`src/rtl/haar_pkg.sv`:
```
// Shared types and stage ROM field layout for the Haar cascade sequencer.
`timescale 1ns/1ps
package haar_pkg;

  typedef enum logic [2:0] {
    ST_IDLE,
    ST_LOAD,
    ST_WAIT,
    ST_RUN,
    ST_DRAIN,
    ST_CHECK,
    ST_DONE
  } state_t;

  localparam int unsigned STAGE_WORD_W = 24;
  localparam int unsigned CLF_N_LSB    = 16;
  localparam int unsigned CLF_N_W      = 8;
  localparam int unsigned THRESH_LSB   = 0;
  localparam int unsigned THRESH_W     = 16;

  function automatic logic [CLF_N_W-1:0] stage_clf_count(input logic [STAGE_WORD_W-1:0] word);
    return word[CLF_N_LSB +: CLF_N_W];
  endfunction

  function automatic logic [THRESH_W-1:0] stage_thresh(input logic [STAGE_WORD_W-1:0] word);
    return word[THRESH_LSB +: THRESH_W];
  endfunction

endpackage

```
`src/rtl/haar_cascade_sequencer.sv`:
```
// Walks the stage table for one detection window, streaming classifier addresses
// to the evaluator and stopping at the first stage whose sum misses its threshold.
`timescale 1ns/1ps
module haar_cascade_sequencer
  import haar_pkg::*;
#(
  parameter int unsigned NUM_STAGES   = 22,
  parameter int unsigned CLF_ADDR_W   = 12,
  parameter int unsigned STAGE_ADDR_W = 5
) (
  input  logic                      clk,
  input  logic                      rst,
  input  logic                      start,
  output logic                      busy,
  output logic                      done,
  output logic                      detected,
  output logic [STAGE_ADDR_W-1:0]   fail_stage,
  output logic [STAGE_ADDR_W-1:0]   stage_rom_addr,
  input  logic [STAGE_WORD_W-1:0]   stage_rom_data,
  output logic [CLF_ADDR_W-1:0]     clf_rom_addr,
  output logic                      clf_rst,
  output logic                      clf_en,
  output logic [THRESH_W-1:0]       stage_threshold,
  input  logic                      stage_status
);

  localparam logic [STAGE_ADDR_W-1:0] LAST_STAGE = STAGE_ADDR_W'(NUM_STAGES - 1);
  localparam logic [STAGE_ADDR_W-1:0] ALL_PASSED = STAGE_ADDR_W'(NUM_STAGES);

  state_t             state;
  logic [CLF_N_W-1:0] clf_left;

  // stage_rom_addr doubles as the current stage index for the whole window.
  always_ff @(posedge clk or posedge rst) begin
    if (rst) begin
      state           <= ST_IDLE;
      busy            <= 1'b0;
      done            <= 1'b0;
      detected        <= 1'b0;
      fail_stage      <= '0;
      stage_rom_addr  <= '0;
      clf_rom_addr    <= '0;
      clf_rst         <= 1'b0;
      clf_en          <= 1'b0;
      stage_threshold <= '0;
      clf_left        <= '0;
    end else begin
      done    <= 1'b0;
      clf_rst <= 1'b0;
      // Evaluator sees ROM data one cycle after each address issued in RUN.
      clf_en  <= (state == ST_RUN);
      case (state)
        ST_IDLE: begin
          if (start) begin
            state          <= ST_LOAD;
            busy           <= 1'b1;
            stage_rom_addr <= '0;
            clf_rom_addr   <= '0;
            detected       <= 1'b0;
            fail_stage     <= '0;
          end
        end
        ST_LOAD: begin
          state   <= ST_WAIT;
          clf_rst <= 1'b1;
        end
        ST_WAIT: begin
          stage_threshold <= stage_thresh(stage_rom_data);
          clf_left        <= stage_clf_count(stage_rom_data);
          state           <= (stage_clf_count(stage_rom_data) != '0) ? ST_RUN : ST_DRAIN;
        end
        ST_RUN: begin
          // Flat classifier table: the address keeps counting across stages.
          clf_rom_addr <= clf_rom_addr + 1'b1;
          clf_left     <= clf_left - 1'b1;
          if (clf_left == CLF_N_W'(1)) begin
            state <= ST_DRAIN;
          end
        end
        ST_DRAIN: begin
          state <= ST_CHECK;
        end
        ST_CHECK: begin
          if (!stage_status) begin
            state      <= ST_DONE;
            done       <= 1'b1;
            detected   <= 1'b0;
            fail_stage <= stage_rom_addr;
          end else if (stage_rom_addr == LAST_STAGE) begin
            state      <= ST_DONE;
            done       <= 1'b1;
            detected   <= 1'b1;
            fail_stage <= ALL_PASSED;
          end else begin
            state          <= ST_LOAD;
            stage_rom_addr <= stage_rom_addr + 1'b1;
          end
        end
        ST_DONE: begin
          state <= ST_IDLE;
          busy  <= 1'b0;
        end
        default: begin
          state <= ST_IDLE;
          busy  <= 1'b0;
        end
      endcase
    end
  end

endmodule

```
`config.mk`:
```
export PLATFORM = sky130hd
export DESIGN_NAME = haar_cascade_sequencer
export DESIGN_NICKNAME = d
export VERILOG_FILES = /design/src/rtl/haar_pkg.sv /design/src/rtl/haar_cascade_sequencer.sv
export SDC_FILE = /design/constraint.sdc
export NUM_CORES = 1
export LEC_CHECK = 0
export CAP_MARGIN = 25
export CORE_ASPECT_RATIO = 0.5
export CORE_MARGIN = 2
export CORE_UTILIZATION = 50
export CTS_BUF_LIST = sky130_fd_sc_hd__clkbuf_4
export DETAILED_ROUTE_END_ITERATION = 10
export PLACE_DENSITY_LB_ADDON = 0.15
export SYNTH_ARGS = -nofsm -noshare
export SYNTH_HDL_FRONTEND = slang
export SYNTH_SLANG_ARGS = --single-unit
```
`constraint.sdc`:
```
create_clock -name clk -period 2.5 [get_ports clk]
set_input_delay 0.25 -clock clk [delete_from_list [all_inputs] [get_ports clk]]
set_output_delay 0.25 -clock clk [all_outputs]
set_load 0.1 [all_outputs]
```
---- After elaboration in Yosys (flattened, before gate mapping) ----
Index checks and enable logic that the tools add are counted.
word-level totals
  bits in registers ....................... 54
  output and inout port bits .............. 43
cells by class
  add/sub/neg operators ................... 3
  eq/ne operators ......................... 12
  muxes and demuxes ....................... 26
  bitwise operators ....................... 1
  reduce and logical (&&, ||, !) cells .... 11
operators by type and width
  cell                   number
  $mux 5                 5
  $pmux 12 s2            1
  $pmux 5 s2             2
  $pmux 3 s6             1
  $pmux 8 s2             1
  $mux 3                 5
  $add 12x1->12 const B  1
  $mux 12                1
  $eq 8x1->1 const B     1
  $mux 1                 8
  $reduce_bool 8->1      1
  $sub 8x1->8 const B    1
  $eq 3x2->1 const B     2
  $eq 3x3->1 const B     2
  $ne 2x2->1 const B     3
  $reduce_and 2->1       3
  $reduce_bool 2->1      3
  $add 5x1->5 const B    1
  $eq 5x5->1 const B     1
  $reduce_or 5->1        1
  $pmux 1 s2             2
  $reduce_and 4->1       1
  $eq 3x1->1 const B     1
  $logic_not 3->1        1
  4 further kinds        4

---- Longest topological paths before layout ----
  depth after elaboration ................. 4
  mapped depth ............................ 7

---- Worst setup path after synthesis ----
OpenSTA, ideal clock, no wires.
  kind .................................... register to register
  from .................................... register stage_rom_addr[1]
  to ...................................... register state[1]
  library setup time ...................... 0.139 ns
  arrival ................................. 2.177 ns
  required time ........................... 2.361 ns
  slack ................................... 0.185 ns
  cell stages (with the launch flop) ...... 6
  period minus slack after synthesis ...... 2.315 ns
  cell sequence ........................... dfrtp_1 inv_1 ha_1 nand4b_1 a21oi_1 or4_1
between the ends
  cells in the longest elaborated chain, start to end .. 4
RTL lines
  item                      line                          source
  start: declaration        haar_cascade_sequencer.sv:18  output logic [STAGE_ADDR_W-1:0] stage_rom_addr,
  start signal: assignment  haar_cascade_sequencer.sv:96  stage_rom_addr <= stage_rom_addr + 1'b1;
  $eq 5x5->1                haar_cascade_sequencer.sv:89  end else if (stage_rom_addr == LAST_STAGE) begin
  $mux 3                    haar_cascade_sequencer.sv:89
  $mux 3                    haar_cascade_sequencer.sv:84  if (!stage_status) begin
  $pmux 3 s6                haar_cascade_sequencer.sv:52  case (state)
  end signal: assignment    haar_cascade_sequencer.sv:70  state <= (stage_clf_count(stage_rom_data) != '0) ? ST_RUN : ST_DRAIN;
  end: declaration          haar_cascade_sequencer.sv:30  state_t state;
Every way passes these cells.
A chain may end at the register's enable or synchronous reset.

---- Worst setup path after layout ----
  from .................................... register state[1]
  to ...................................... register clf_rom_addr[7]
between the ends
  cells in the longest elaborated chain, start to end .. 3
  elaborated cells on any way between the ends .. 6
  those cells by class .................... eq/ne (2); mux (1); reduce/logical (3)
RTL lines
  item                                                       line                          source
  $eq 3x2->1 or $logic_not 3->1 (tied branches)              haar_cascade_sequencer.sv:52
  $reduce_bool 2->1 (no line) or $ne 2x2->1 (tied branches)  --
  $reduce_and 2->1 (no line)                                 --
  end signal: assignment                                     haar_cascade_sequencer.sv:74  clf_rom_addr <= clf_rom_addr + 1'b1;
  end: declaration                                           haar_cascade_sequencer.sv:20  output logic [CLF_ADDR_W-1:0] clf_rom_addr,
Parallel ways exist; a longest one is shown, timed or not.

==> results.md <==
- Die ar.: 5740 µm²
- Total congestion overflow: 0
- TritonRoute pass-1 iters: 4
- Ant diodes: 0
- Critical path's slowest cell: dfrtp_1
- # fillers: 409
- Register area: 1351 µm²
- CP Buf/Inv Count: 0
- Pin count of the biggest net entering global routing: 25
- Finished Cell Area: 3276 µm²
- TritonCTS clock tree: built
- Layout cells sized above 1: 0.2460
- Area fraction of the dominant cell type after synthesis: 0.5281
- Post-route insts no fill: 383
- Number of cells in the design after placement: 375
- Skew-Pair Late Insertion Delay: 0.38 ns
- Reg2reg setup slack: 0.53 ns
- Final setup viols: 0
- Hold-fix buffers at CTS: 0
- Area Overhead vs Synth: 28.02%
- Clock Skew: 0.01770 ns
- Crit path time final: 1.968 ns
- Worst Path Max Fanout: 13
- Detail-routed via count per cell: 5.593
- Footprint of the multi-input gates: 1125 µm²
- Status: completed
- Maximum buffer depth of the clock tree: 2
- Worst-path clk slew: 0.16 ns
- Placer Congestion: 0.8129
- Critical path capture point type: flop
- Antenna Nets Post-Route: 0
- Main synth FF type: dfrtp_1
- #FFs+latches synth: 54
- Starting Density: 0.5188
- Total GRT Usage: 0.2043
- I/O Buffers: 70
- Count leader, synth: dfrtp_1
- Register-to-Register Path Depth: 4
- Pins over their slew limit: 0
- # resized after CTS: 0
- Relative slew margins: 0.6222
- Post-synth EDFFs: 0
- 1st-iter DRT viols: 95
- Wire per inst: 14.80 µm
- Crit-path cells: nand3b_1, nor3_2, and3_1, mux2i_1
- Arr. time, crit path: 2.28 ns
- Reg-to-reg startpoint: state[1]
- Number of library cell types mapped by synthesis: 47
- Synth cell count leaders: dfrtp_1 (54), nand2_1 (25), o21ai_0 (22)
- Syn_nets: 272
- DP Wirelength: 4243 µm
- Vias in the first global route: 1969
- # Post-CTS Setup Buffers: 0
- Cell Area, Synth: 2559 µm²
- Hold Path Class: in -> async
- Fin util: 0.6641
- CP Data Required Time: 2.81 ns
- Worst-margin pin slew: 0.5643 ns
- Kind of critical path: reg -> reg
- Startpoint Class: flop
- Kind of cell adding the most delay to the critical path: simple AND/OR/NAND/NOR gates
- Post-synth ARST share: 1.000
- DR vias: 2142
- Die X: 105.2 µm
- NumNets Final: 345
- Fmax: 508.1 MHz
- Row cnt: 18
- Endpoint of the worst register-to-register path: clf_rom_addr[7]
- YS warnings: 0
- Sequential-to-total area share from yosys stat: 0.5281
- DRC Markers: 0
- Final hold vios: 0
- Cell taking the most area after synthesis: dfrtp_1
- Core footprint: 4932 µm²
- Final setup TNS: 0 ns
- Die Y-Extent: 54.59 µm
- CTS Root Cell: clkbuf_4
- Drt total wl: 5670 µm
- Area after DPL: 3222 µm²
- # H-tree levels: 2
- Max-cap violations: 0
- Ranking of synthesized cells by area: dfrtp_1 (53%), mux2_2 (7.0%), o21ai_0 (4.3%), nand2_1 (3.7%), a21oi_1 (2.7%)
- Max stage delay on crit path: 0.62 ns
- Global-route wire length before repair: 9114 µm
- Initial antenna violation count: 0
- Synth Instances: 239
- I/O pins: 71
- Post-Syn Area per Cell: 10.71 µm²
- TritonCTS Buffers: 5
- RSZ-0062 raised after global routing: false
- # clock sinks: 54
- Final worst path period share: 0.7872
worst max-delay path by stage:
stage	startpoint	to	slack, ns	cells after the start
after floorplan	stage_rom_addr[1]	state[1]	0.18	5
after global placement	start	stage_rom_addr[3]	0.56	5
after detailed placement	start	stage_rom_addr[3]	0.52	5
after CTS	state[1]	clf_rom_addr[7]	0.55	4
after global routing	stage_rom_addr[1]	fail_stage[3]	0.35	6
final	state[1]	clf_rom_addr[7]	0.53	4
placed cells by master, fill, tap and decap left out, types with 2 or more instances in the layout:
master,netlist,routed
nand2_1,25,25
mux2i_1,4,4
buf_4,2,47
nor3_1,4,4
o221a_2,2,2
o22a_1,4,4
a21oi_1,14,14
a41oi_1,2,2
a22o_1,2,2
ha_1,5,5
mux2_2,16,16
or4_1,2,2
nor2b_1,2,2
clkbuf_4,0,5
nand3b_1,2,2
nor4_1,3,3
inv_1,8,7
clkdlybuf4s50_1,0,27
and3_1,3,3
nand4_1,2,2
clkinv_1,0,2
or3_1,3,3
nand3_1,7,7
nor2_1,15,15
nand2b_1,4,4
o21ai_0,22,22
o31ai_1,4,4
o211ai_1,2,2
dfrtp_1,54,54
a31oi_1,4,4
layout make-up:
class,count,area share
clock buffer,5,0.01146
sequential,54,0.4125
inverter,9,0.01070
timing repair buffer,74,0.1902
clock inverter,3,0.004966
multi-input combinational,168,0.3434
tap,70,0.02674
per-layer routing:
layer,GRT usage,share of wire,vias up
met4,0.06000,0.0090,0
met3,0.04286,0.049,8
met5,0,0,-
met1,0.2627,0.43,1060
met2,0.3626,0.51,51
li1,-,-,1023
state kept, by name (all words and copies together) (netlist names):
name / flops
clf_left: 8
clf_en: 1
fail_stage: 5
done: 1
detected: 1
busy: 1
clf_rom_addr: 12
stage_threshold: 16
state: 3
stage_rom_addr: 5
clf_rst: 1
per-stage QoR:
step                hold WS, ns  setup WS [ns]
floorplan                0.3971         0.1847
global placement         0.4645         0.5607
detailed placement       0.4729         0.5163
CTS                      0.1524         0.5524
global route             0.1605         0.3486
finish                   0.1508         0.5320
logic make-up (layout without fill, tap and decap cells):
kind of cell    count (synthesis)  count (layout)  synth area share
flops                          54              54            0.5281
simple gates                   79              79            0.1648
mux                            20              20           0.08606
compound gates                 64              64            0.1643
fa+ha+maj                       5               5           0.02445
buf+inv                        17              91           0.03227
Power is not shown: default switching activity piles up to over one toggle a cycle in this logic, so the estimate is an artifact.
